## src/rtl/conv_enc_pkg.sv

```systemverilog
// Shared types and constants for the rate-1/2 terminated convolutional encoder.
// The puncture mask constants are only referenced when CONV_ENC_PUNCT_EN is defined.
package conv_enc_pkg;

    typedef enum logic [1:0] {
        IDLE,
        RUN,
        FLUSH
    } state_e;

    typedef logic [1:0] symbol_t;

    localparam logic [2:0] G0_K3 = 3'b111;
    localparam logic [2:0] G1_K3 = 3'b101;

    // Bit 1 clear marks the G1 parity bit as an erasure for the channel.
    localparam logic [1:0] MASK_FULL  = 2'b11;
    localparam logic [1:0] MASK_PUNCT = 2'b01;

    localparam int TAIL_W = 3;

endpackage

```

## src/rtl/conv_enc_parity.sv

```systemverilog
// Combinational parity generator: forms {G1 parity, G0 parity} from the input bit and history.
module conv_enc_parity
    import conv_enc_pkg::*;
#(
    parameter int             K  = 3,
    parameter logic [K-1:0]   G0 = G0_K3,
    parameter logic [K-1:0]   G1 = G1_K3
) (
    input  logic         bit_i,
    input  logic [K-2:0] hist_i,
    output symbol_t      sym_o
);

    logic [K-1:0] window;

    assign window = {bit_i, hist_i};
    assign sym_o  = {^(window & G1), ^(window & G0)};

endmodule

```

## src/rtl/conv_encoder_flush.sv

```systemverilog
// Rate-1/2 feedforward convolutional encoder that appends K-1 zero tail bits per frame.
// Optional macro CONV_ENC_PUNCT_EN adds the d_mask_o rate-2/3 puncture mask output.
module conv_encoder_flush
    import conv_enc_pkg::*;
#(
    parameter int           K  = 3,
    parameter logic [K-1:0] G0 = G0_K3,
    parameter logic [K-1:0] G1 = G1_K3,
    parameter int           CW = 16
) (
    input  logic          clk,
    input  logic          rst,
    input  logic          enable_i,
    input  logic          d_in,
    input  logic          last_i,
    output logic          ready_o,
    output logic          valid_o,
    output logic [1:0]    d_out,
    output logic          frame_done_o,
`ifdef CONV_ENC_PUNCT_EN
    output logic [CW-1:0] sym_ct_o,
    output logic [1:0]    d_mask_o
`else
    output logic [CW-1:0] sym_ct_o
`endif
);

    state_e              state_q, state_d;
    logic [K-2:0]        hist_q, hist_d;
    logic [TAIL_W-1:0]   tailCt_q, tailCt_d;
    logic [CW-1:0]       symCt_q, symCt_d;
    logic                valid_q, valid_d;
    logic                done_q, done_d;
    symbol_t             dout_q, dout_d;

    logic                accept;
    logic                encBit;
    logic [CW-1:0]       symCtInc;
    symbol_t             sym;

    assign ready_o  = (state_q != FLUSH);
    assign accept   = enable_i && ready_o;
    // During the tail the input is forced to zero so the trellis drains to state 0.
    assign encBit   = (state_q == FLUSH) ? 1'b0 : d_in;
    assign symCtInc = (symCt_q == '1) ? symCt_q : symCt_q + CW'(1);

    conv_enc_parity #(
        .K  (K),
        .G0 (G0),
        .G1 (G1)
    ) u_parity (
        .bit_i  (encBit),
        .hist_i (hist_q),
        .sym_o  (sym)
    );

    always_comb begin
        state_d  = state_q;
        hist_d   = hist_q;
        tailCt_d = tailCt_q;
        symCt_d  = symCt_q;
        valid_d  = 1'b0;
        done_d   = 1'b0;
        dout_d   = dout_q;
        case (state_q)
            IDLE: begin
                if (accept) begin
                    hist_d   = {encBit, hist_q[K-2:1]};
                    valid_d  = 1'b1;
                    dout_d   = sym;
                    symCt_d  = CW'(1);
                    tailCt_d = '0;
                    state_d  = last_i ? FLUSH : RUN;
                end
            end
            RUN: begin
                if (accept) begin
                    hist_d   = {encBit, hist_q[K-2:1]};
                    valid_d  = 1'b1;
                    dout_d   = sym;
                    symCt_d  = symCtInc;
                    tailCt_d = '0;
                    if (last_i) begin
                        state_d = FLUSH;
                    end
                end
            end
            FLUSH: begin
                hist_d   = {encBit, hist_q[K-2:1]};
                valid_d  = 1'b1;
                dout_d   = sym;
                symCt_d  = symCtInc;
                tailCt_d = tailCt_q + 1'b1;
                if (tailCt_q == TAIL_W'(K-2)) begin
                    done_d  = 1'b1;
                    state_d = IDLE;
                end
            end
            default: begin
                state_d = IDLE;
            end
        endcase
    end

    always_ff @(posedge clk) begin
        if (rst) begin
            state_q  <= IDLE;
            hist_q   <= '0;
            tailCt_q <= '0;
            symCt_q  <= '0;
            valid_q  <= 1'b0;
            done_q   <= 1'b0;
            dout_q   <= '0;
        end else begin
            state_q  <= state_d;
            hist_q   <= hist_d;
            tailCt_q <= tailCt_d;
            symCt_q  <= symCt_d;
            valid_q  <= valid_d;
            done_q   <= done_d;
            dout_q   <= dout_d;
        end
    end

    assign valid_o      = valid_q;
    assign d_out        = dout_q;
    assign frame_done_o = done_q;
    assign sym_ct_o     = symCt_q;

`ifdef CONV_ENC_PUNCT_EN
    logic [1:0] mask_q, mask_d;
    logic       punctNext_q, punctNext_d;

    // punctNext_q is set when the next data symbol is even-indexed within the frame.
    always_comb begin
        mask_d      = mask_q;
        punctNext_d = punctNext_q;
        case (state_q)
            IDLE: begin
                if (accept) begin
                    mask_d      = MASK_FULL;
                    punctNext_d = 1'b1;
                end
            end
            RUN: begin
                if (accept) begin
                    mask_d      = punctNext_q ? MASK_PUNCT : MASK_FULL;
                    punctNext_d = ~punctNext_q;
                end
            end
            FLUSH: begin
                mask_d = MASK_FULL;
            end
            default: begin
                mask_d = MASK_FULL;
            end
        endcase
    end

    always_ff @(posedge clk) begin
        if (rst) begin
            mask_q      <= MASK_FULL;
            punctNext_q <= 1'b0;
        end else begin
            mask_q      <= mask_d;
            punctNext_q <= punctNext_d;
        end
    end

    assign d_mask_o = mask_q;
`endif

endmodule
```

## config.mk

```make
export PLATFORM = sky130hd
export DESIGN_NAME = conv_encoder_flush
export DESIGN_NICKNAME = d
export VERILOG_FILES = /design/src/rtl/conv_enc_pkg.sv /design/src/rtl/conv_enc_parity.sv /design/src/rtl/conv_encoder_flush.sv
export SDC_FILE = /design/constraint.sdc
export NUM_CORES = 1
export LEC_CHECK = 0
export CORE_ASPECT_RATIO = 1.5
export CORE_UTILIZATION = 45
export DETAILED_ROUTE_END_ITERATION = 10
export PLACE_DENSITY = 0.8
export SYNTH_ARGS = -nofsm -noshare
export SYNTH_HDL_FRONTEND = slang
export SYNTH_SLANG_ARGS = --single-unit
export TNS_END_PERCENT = 1
```

## constraint.sdc

```tcl
create_clock -name clk -period 2.7 [get_ports clk]
set_input_delay 0.405 -clock clk [delete_from_list [all_inputs] [get_ports clk]]
set_output_delay 0.405 -clock clk [all_outputs]
set_load 0.1 [all_outputs]
```

==> flow_summary_export.csv, run 1 <==
group,metric,value,unit
status,outcome,"complete, no violations",
sta,rsz0062_at_grt,"no",
sta,slew_headroom,0.516,
critical_path,setup.worst_path.end_class,"flop",
synthesis,synth_area_per_cell,8.76,um2
grt,grt_start_max_net_pins,17,
critical_path,r2r_cells,6,
cts,clkSinkCount,27,
sta,fmax,0.449,GHz
worst_hold_path,min_to,"d_out[0]$_SDFFE_PP0P_",
drt,firstDrtPassIters,4,
power,ir_worst_vdd,0.375,mV
critical_path,path_class,"flop to flop",
place,port_buffers,25,
synthesis,yosysUniqueCellTypes,48,
critical_path,r2r-start,"state_q[1]$_SDFFE_PP0P_",
synthesis,synth_nets,181,
cts,cts_buffer_depth,2,
synthesis,syn-cell-area,1490,um2
synthesis,synth-edff-count,0,
layout,drive_gt1_frac,0.176,
synthesis,synth.top_cells.by_count,"dfxtp_1 (27), nand2_1 (16), inv_1 (11), a21oi_1 (10)",
die,start_util,0.471,
cts,clk_latency,0.28,ns
critical_path,critical_path.startpoint_type,"flop",
cts,hold_buffers,0,
critical_path,rrSetupSlack,0.47,ns
grt,grt_antenna_before_repair,0,
die,core_area,3160,um2
grt,grt_pass1_vias,1322,
drt,ant_nets,0,
die,die-area,3550,um2
sta,hold_viol,0,
grt,overflow,0,
worst_hold_path,worstHoldStart,"d_out[0]$_SDFFE_PP0P_",
synthesis,ys_ff_latch,27,
sta,setup_viol,0,
synthesis,synth_area_leaders,"dfxtp_1 (36%), ha_1 (5.0%), nand2_1 (4.0%), a21oi_1 (3.4%), a32o_1 (3.4%)",
drt,viasPerCell,6.10,
power,p_leak,0.685,nW
sta,tns,0,ns
worst_hold_path,hold_path_depth,2,
grt,grt_usage,0.218,
grt,grt_pass1_wl,6070,um
sta,min_period,2.23,ns
critical_path,r2r_end,"sym_ct_o[5]$_SDFFE_PP0P_",
sta,fin_crit_sh,0.825,
layout,antennaDiodeCount,0,
sta,tightestPinTransition,0.720,ns
cts,cts_max_level,1,
drt,num_vias,1459,
synthesis,synth_warnings,0,
cts,cts_tree,"yes",
worst_hold_path,worstHoldPathType,"flop to flop",
sta,drv_slew,0,
cts,numCtsBuffers,3,
synthesis,ys_seq_area_frac,0.363,
layout,area_growth,20.8,%
cts,post-cts-setup-buffer-count,0,
drt,wl_per_cell,15.3,um
cts,clk_pin_slew,0.10,ns
critical_path,worst_ep_required_time,2.93,ns
die,ios,26,
synthesis,async_flop_share,0,
job,max_cap_viol_count,0,
sta,finalClockSkew,0.00494,ns
synthesis,synth-main-ff-cell,"dfxtp_1",
drt,drtIter0Drc,41,
die,die_x,49.0,um
place,routabilityCongestion,0.928,
die,rows,25,
die,die_h,72.5,um
place,dp_hpwl,2740,um
layout,nets,211,
synthesis,synth.most_common_cell,"dfxtp_1",
drt,wirelength,3660,um
drt,drc,0,
cts,ctsResizeCount,0,
synthesis,synthDominantCellAreaShare,0.363,
sta,hold_slack,0.463,ns
power,power_density,513,nW/um2
critical_path,cp_max_fo,8,
synthesis,synth.largest_area_cell,"dfxtp_1",
synthesis,synth_cells,170,
cts,root_buffer,"clkbuf_8",
critical_path,critPathArrivalTime,2.45,ns
[how the worst max path moves through the flow]
stage                              from                        end  slack [ns]  depth (start not counted)
2_1_floorplan  sym_ct_o[0]$_SDFFE_PP0P_  sym_ct_o[10]$_SDFFE_PP0P_        0.18                          5
3_3_place_gp                   enable_i  sym_ct_o[12]$_SDFFE_PP0P_        0.46                          5
3_5_place_dp                   enable_i  sym_ct_o[12]$_SDFFE_PP0P_        0.32                          5
4_1_cts         state_q[1]$_SDFFE_PP0P_   sym_ct_o[5]$_SDFFE_PP0P_        0.50                          6
5_1_grt         state_q[0]$_SDFFE_PP0P_   sym_ct_o[5]$_SDFFE_PP0P_        0.38                          6
6_report        state_q[1]$_SDFFE_PP0P_   sym_ct_o[5]$_SDFFE_PP0P_        0.47                          6
[critical path, stage by stage, from the launching register on]
cell	delay (ns)
dfxtp_1	0.38
inv_1	0.11
ha_1	0.31
nand4_1	0.19
or4_1	0.71
a311oi_2	0.34
a41o_1	0.14
[cells in the final DEF (no fill, tap or decap), types with 4 or more instances in the layout]
cell             Yosys  layout
clkdlybuf4s50_1      0       4
ha_1                 6       6
o21ai_0              8       8
nor2_1               8       8
dfxtp_1             27      27
nand3_1              4       4
a21oi_1             10      10
inv_1               11      11
or4_1                4       4
nor3_1               7       7
or3_1                4       4
buf_4                0      25
nand2_1             16      16
nand4_1              8       8
a32o_1               5       5
[where the power goes]
part           switching [W]  leakage [nW]  total [W]  internal [W]
registers          0.0000122         0.219   0.000424      0.000412
logic               0.000180         0.444   0.000259     0.0000787
clock network       0.000135        0.0217   0.000240      0.000105
total               0.000327         0.685   0.000922      0.000595
[state kept, by name (all words and copies together) (netlist names)]
name and cells:
sym_ct_o 16, tailCt_q 3, d_out 2, hist_q 2
state_q 2, frame_done_o 1, valid_o 1
[layout make-up]
class,instances,area (um2)
repair buffers,29,228
well taps,40,50.0
inverters,11,41.3
multi-input cells,128,890
flip-flops and latches,27,541
fillers,310,1360
clock inverters,1,7.51
clock buffers,3,41.3
[cells by family (layout without fill, tap and decap cells)]
family	count (synthesis)	count (layout)	synth area share
compound gates	45	45	0.224
flops	27	27	0.363
simple gates	71	71	0.274
mux	4	4	0.0277
fa+ha+maj	6	6	0.0504
xor+xnor	2	2	0.0218
buf+inv	15	44	0.0395
[through the flow]
step	power [W]	cells	utilization	instance area (um2)	setup WS, ns
after detailed placement	0.000689	235	0.554	1750	0.325
final	0.000922	239	0.569	1800	0.474
after floorplan	0.000625	170	-	1490	0.181
after global placement	0.000683	235	0.554	1750	0.460
after CTS	0.000928	239	0.569	1800	0.500
after global routing	0.000965	239	0.569	1800	0.378
[layer usage]
layer	vias to the layer above	GRT usage	wire, um
met5	-	0	0
li1	719	-	-
met1	682	0.247	1480
met3	9	0.0294	142
met4	0	0.0915	76
met2	49	0.404	1950
No activity file was read; power rests on OpenSTA's default activity.
==> run 2, diff against run 1 <==
Settings changed: PLACE_DENSITY 0.8 to 0.82.
Clock period 2.7 ns to 2 ns, I/O delays scaled along.
==> run 2 against run 1 <==
Against the previous run:
- clock power is 30% higher
- hold slack worse by 0.0046 ns
- critical path depth stayed put
- power is 44% higher
- die area stayed put
- sequential share of layout area is 2.6 points lower
- non-clock buffer count is 25 higher
- clock skew hardly changed
- critical endpoint is now sym_ct_o[10]$_SDFFE_PP0P_
- largest cell class unchanged
==> flow_summary_export.csv, run 2 (synthesis gave the netlist of run 1 again) <==
group,metric,value,unit
layout,multi_input_area,917,um2
critical_path,crit_chain,"buf_4, ha_1, or2_1, a2111o_1, or4b_1, nand2_1",
grt,grt_pass1_vias,1549,
layout,drive_gt1_frac,0.362,
drt,drc,0,
worst_hold_path,hold_path_depth,2,
place,port_buffers,25,
die,rows,25,
job,max_cap_viol_count,0,
critical_path,r2r_end,"sym_ct_o[10]$_SDFFE_PP0P_",
drt,wl_met3,218,um
grt,grt_antenna_before_repair,0,
sta,hold_viol,0,
critical_path,path_class,"flop to flop",
drt,viasPerCell,6.10,
sta,finalClockSkew,0.00461,ns
layout,largest_reg_flops,16,
critical_path,slowest_delay,0.48,ns
drt,drtIter0Drc,47,
layout,layout_common_cells,"buf_4 (49), dfxtp_2 (17), nand2_1 (16)",
die,die-area,3550,um2
drt,wirelength_met1,1600,um
cts,cts_buffer_depth,2,
layout,antennaDiodeCount,0,
drt,top_layer,"met4",
critical_path,critical_path.startpoint_type,"flop",
status,outcome,"complete, no violations",
grt,grt_start_max_net_pins,15,
drt,wirelength,4220,um
critical_path,r2r-start,"state_q[0]$_SDFFE_PP0P_",
power,power_density,650,nW/um2
critical_path,cp_max_fo,4,
sta,setup_viol,0,
cts,root_buffer,"clkbuf_8",
layout,final_cells,264,
worst_hold_path,worstHoldPathType,"flop to flop",
worst_hold_path,worstHoldStart,"d_out[0]$_SDFFE_PP0P_",
drt,dr_wl_met2,2310,um
layout,regArea,562,um2
critical_path,rrSetupSlack,0.04,ns
critical_path,setup.worst_path.end_class,"flop",
critical_path,r2r_cells,6,
place,dp_worst_setup_slack,-0.0262,ns
place,place_area,1970,um2
cts,numCtsBuffers,3,
critical_path,critPathArrivalTime,2.18,ns
cts,cts_tree,"yes",
sta,drv_slew,0,
drt,ant_nets,0,
cts,clkSinkCount,27,
grt,grt_usage,0.240,
die,ios,26,
layout,area_growth,37.5,%
place,routabilityCongestion,0.976,
layout,final_area,2050,um2
critical_path,worst_ep_required_time,2.22,ns
layout,final_common_cell,"buf_4",
sta,tightestPinTransition,0.396,ns
sta,fin_crit_sh,0.982,
worst_hold_path,min_to,"d_out[0]$_SDFFE_PP0P_",
power,power,0.00133,W
drt,firstDrtPassIters,4,
place,place_inst,260,
die,die_x,49.0,um
sta,setup_ws,0.0354,ns
sta,min_period,1.96,ns
layout,nets,236,
die,core_area,3160,um2
drt,wl_per_cell,16.0,um
grt,grt_pass1_wl,6760,um
die,die_h,72.5,um
cts,cts_max_level,1,
critical_path,cp_slowest_cell,"or4b_1",
power,p_leak,0.841,nW
die,start_util,0.471,
cts,clk_latency,0.27,ns
layout,fillers,256,
cts,post-cts-setup-buffer-count,0,
place,dp_hpwl,3180,um
sta,fmax,0.509,GHz
sta,rsz0062_at_grt,"yes",
grt,overflow,0,
cts,clk_pin_slew,0.09,ns
drt,num_vias,1611,
power,ir_worst_vdd,0.486,mV
sta,slew_headroom,0.735,
==> run 2: through the flow <==
step | hold WS (ns) | TNS (ns) | util
floorplan | 0.446 | -0.459 | -
global placement | 0.447 | 0 | 0.625
detailed placement | 0.446 | -0.0445 | 0.625
CTS | 0.461 | 0 | 0.640
global route | 0.475 | -0.0488 | 0.648
finish | 0.459 | 0 | 0.648
==> run 2: how the worst max path moves through the flow <==
stage | from | to | slack, ns | cells past startpoint
final | state_q[0]$_SDFFE_PP0P_ | sym_ct_o[10]$_SDFFE_PP0P_ | 0.04 | 6
after global placement | enable_i | sym_ct_o[12]$_SDFFE_PP0P_ | 0.03 | 5
after detailed placement | enable_i | sym_ct_o[12]$_SDFFE_PP0P_ | -0.03 | 5
after floorplan | sym_ct_o[0]$_SDFFE_PP0P_ | sym_ct_o[10]$_SDFFE_PP0P_ | -0.13 | 5
after CTS | state_q[0]$_SDFFE_PP0P_ | sym_ct_o[10]$_SDFFE_PP0P_ | 0.006 | 6
after global routing | state_q[0]$_SDFFE_PP0P_ | sym_ct_o[10]$_SDFFE_PP0P_ | -0.03 | 6
==> run 2: worst max-delay path: cells and delay by family (launching register included) <==
family | cells | cell delay [ns]
and+or+nand+nor | 3 | 0.79
adders and majority gates | 1 | 0.19
buffers and inverters | 1 | 0.13
AOI/OAI and AO/OA | 1 | 0.47
DFF | 1 | 0.33
==> run 2: power by group <==
group	leakage, nW	switching [W]	internal, W	total [W]
registers	0.227	0.0000154	0.000557	0.000572
logic	0.590	0.000270	0.000176	0.000446
clock network	0.0228	0.000170	0.000143	0.000313
==> run 2: cell type report <==
cell class | count | share of cell area
Clock buffer | 4 | 0.0220
Inverter | 11 | 0.0220
Multi-Input combinational cell | 128 | 0.448
Sequential cell | 27 | 0.274
Tap cell | 40 | 0.0244
Timing Repair Buffer | 54 | 0.209
==> run 2: what timing repair did <==
item	4_1_cts	5_1_grt
pin swaps	1	3
cloned	0	0
hold buffers	0	0
gates resized for setup	1	5
setup endpoints to repair	2	11
==> run 2: routing by layer <==
metal  up-vias  GRT usage
met3        12     0.0252
met5         -          0
met4         0      0.101
li1        764          -
met1       772      0.260
met2        63      0.465
==> run 3, diff against run 2 <==
Settings changed: ABC_CLOCK_PERIOD_IN_PS from default to 2000, CORE_UTILIZATION 45 to 47, PLACE_DENSITY 0.82 to 0.85.
==> run 3 against run 2 <==
Against the previous run:
- via count is 4.7% lower
- hold slack improved by 0.0091 ns
- combinational power barely moved
- critical path depth stayed put
- sequential power hardly changed
- global-route usage is 2.3 points higher
- first-iteration DRC count shrank 28%
- power grew 1.1%
- wire length fell by 5.4%
- cell count decreased by 2.3%
- critical endpoint unchanged
==> flow_summary_export.csv, run 3 (synthesis gave the netlist of run 1 again) <==
group,metric,value,unit
grt,overflow,0,
place,routabilityCongestion,1.07,
sta,fmax,0.518,GHz
cts,root_buffer,"clkbuf_8",
sta,slew_headroom,0.617,
critical_path,cp_max_fo,6,
cts,cts_max_level,1,
drt,wirelength,3990,um
sta,hold_viol,0,
layout,final_core_util,0.682,
drt,viasPerCell,5.95,
drt,drc,0,
drt,drtIter0Drc,34,
place,place_inst,254,
grt,grt_usage,0.263,
cts,cts_buffer_depth,2,
critical_path,setup.worst_path.end_class,"flop",
cts,clk_latency,0.28,ns
die,core_area,2970,um2
layout,layout_common_cells,"buf_4 (44), dfxtp_2 (17), nand2_1 (16)",
critical_path,critical_path.startpoint_type,"flop",
critical_path,slowest_delay,0.48,ns
grt,grt_pass1_vias,1553,
die,die_h,70.9,um
layout,nets,231,
layout,area_growth,36.1,%
grt,grt_pass1_wl,6670,um
power,power_density,664,nW/um2
critical_path,crit_chain,"buf_4, ha_4, or2_4, a2111o_1, or4b_1, nand2_1",
power,p_leak,0.800,nW
critical_path,cpLargestDelayFamily,"simple AND/OR/NAND/NOR gates",
layout,final_common_cell,"buf_4",
die,rows,24,
cts,cts_tree,"yes",
die,die_x,48.0,um
cts,clkSinkCount,27,
die,start_util,0.501,
job,max_cap_viol_count,0,
critical_path,critPathArrivalTime,2.15,ns
drt,firstDrtPassIters,5,
sta,finalClockSkew,0.00740,ns
grt,grt_start_max_net_pins,19,
layout,largest_reg_flops,16,
die,ios,26,
drt,ant_nets,0,
sta,setup_viol,0,
critical_path,critPathBufInv,1,
power,ir_worst_vdd,0.626,mV
sta,tightestPinTransition,0.570,ns
sta,min_period,1.93,ns
place,dp_hpwl,2950,um
sta,drv_slew,0,
sta,tns,0,ns
cts,numCtsBuffers,3,
layout,drive_gt1_frac,0.374,
grt,grt_antenna_before_repair,0,
die,die-area,3400,um2
cts,clk_pin_slew,0.10,ns
drt,wl_per_cell,15.5,um
critical_path,cp_slowest_cell,"or4b_1",
place,port_buffers,25,
status,outcome,"complete, no violations",
worst_hold_path,worstHoldPathType,"flop to flop",
critical_path,path_class,"flop to flop",
sta,fin_crit_sh,0.966,
layout,antennaDiodeCount,0,
sta,rsz0062_at_grt,"no",
critical_path,worst_ep_required_time,2.22,ns
layout,final_cells,258,
drt,num_vias,1536,
[run 3: per-layer routing]
| metal | part of all wire | GRT usage | wire length (um) | vias up |
|---|---|---|---|---|
| met4 | 0.026 | 0.105 | 102 | 0 |
| met2 | 0.53 | 0.456 | 2130 | 47 |
| met5 | 0 | 0 | 0 | - |
| met1 | 0.41 | 0.306 | 1640 | 724 |
| met3 | 0.031 | 0.0332 | 122 | 12 |
| li1 | - | - | - | 753 |
[run 3: stage by stage]
step | cell area [um2] | total power (W) | hold WS, ns | setup slack, ns
3_5_place_dp | 1930 | 0.00101 | 0.451 | -0.109
3_3_place_gp | 1930 | 0.000996 | 0.443 | -0.0470
4_1_cts | 2000 | 0.00133 | 0.468 | 0.000174
5_1_grt | 2030 | 0.00141 | 0.499 | 0.0135
2_1_floorplan | 1510 | 0.000846 | 0.446 | -0.125
6_report | 2030 | 0.00135 | 0.468 | 0.0688
[run 3: final timing paths]
kind	endpoint	startpoint	slack (ns)	cells after the start
worst min-delay path	d_out[0]$_SDFFE_PP0P_	d_out[0]$_SDFFE_PP0P_	0.47	2
worst max register to register	sym_ct_o[10]$_SDFFE_PP0P_	state_q[0]$_SDFFE_PP0P_	0.07	6
worst max-delay path	sym_ct_o[10]$_SDFFE_PP0P_	state_q[0]$_SDFFE_PP0P_	0.07	6
worst min register to register	d_out[0]$_SDFFE_PP0P_	d_out[0]$_SDFFE_PP0P_	0.47	2
[run 3: cell type report]
class / instances / area, um2
Fill cell: 227 / 946
Multi-Input combinational cell: 128 / 932
Sequential cell: 27 / 562
Timing Repair Buffer: 49 / 390
Tap cell: 39 / 48.8
Inverter: 11 / 45.0
Clock buffer: 3 / 41.3
Clock inverter: 1 / 7.51
[run 3: what timing repair did]
item / 4_1_cts / 5_1_grt
hold buffers: 0 / 0
setup endpoints to repair: 3 / 8
buffers inserted: 0 / 0
gates cloned: 0 / 0
resized for setup: 2 / 9
pin swaps: 1 / 2
[run 3: worst register-to-register path, delay by kind of cell, from the launching register on]
| family | cells | cell delay, ns |
|---|---|---|
| buffers and inverters | 1 | 0.14 |
| AOI/OAI and AO/OA | 1 | 0.45 |
| adders and majority gates | 1 | 0.17 |
| and+or+nand+nor | 3 | 0.78 |
| DFF | 1 | 0.34 |
[run 3: power by group]
| group | switching (W) | internal (W) | total, W |
|---|---|---|---|
| Clock | 0.000183 | 0.000142 | 0.000325 |
| Sequential | 0.0000163 | 0.000557 | 0.000573 |
| Combinational | 0.000268 | 0.000180 | 0.000448 |
| Total | 0.000467 | 0.000879 | 0.00135 |
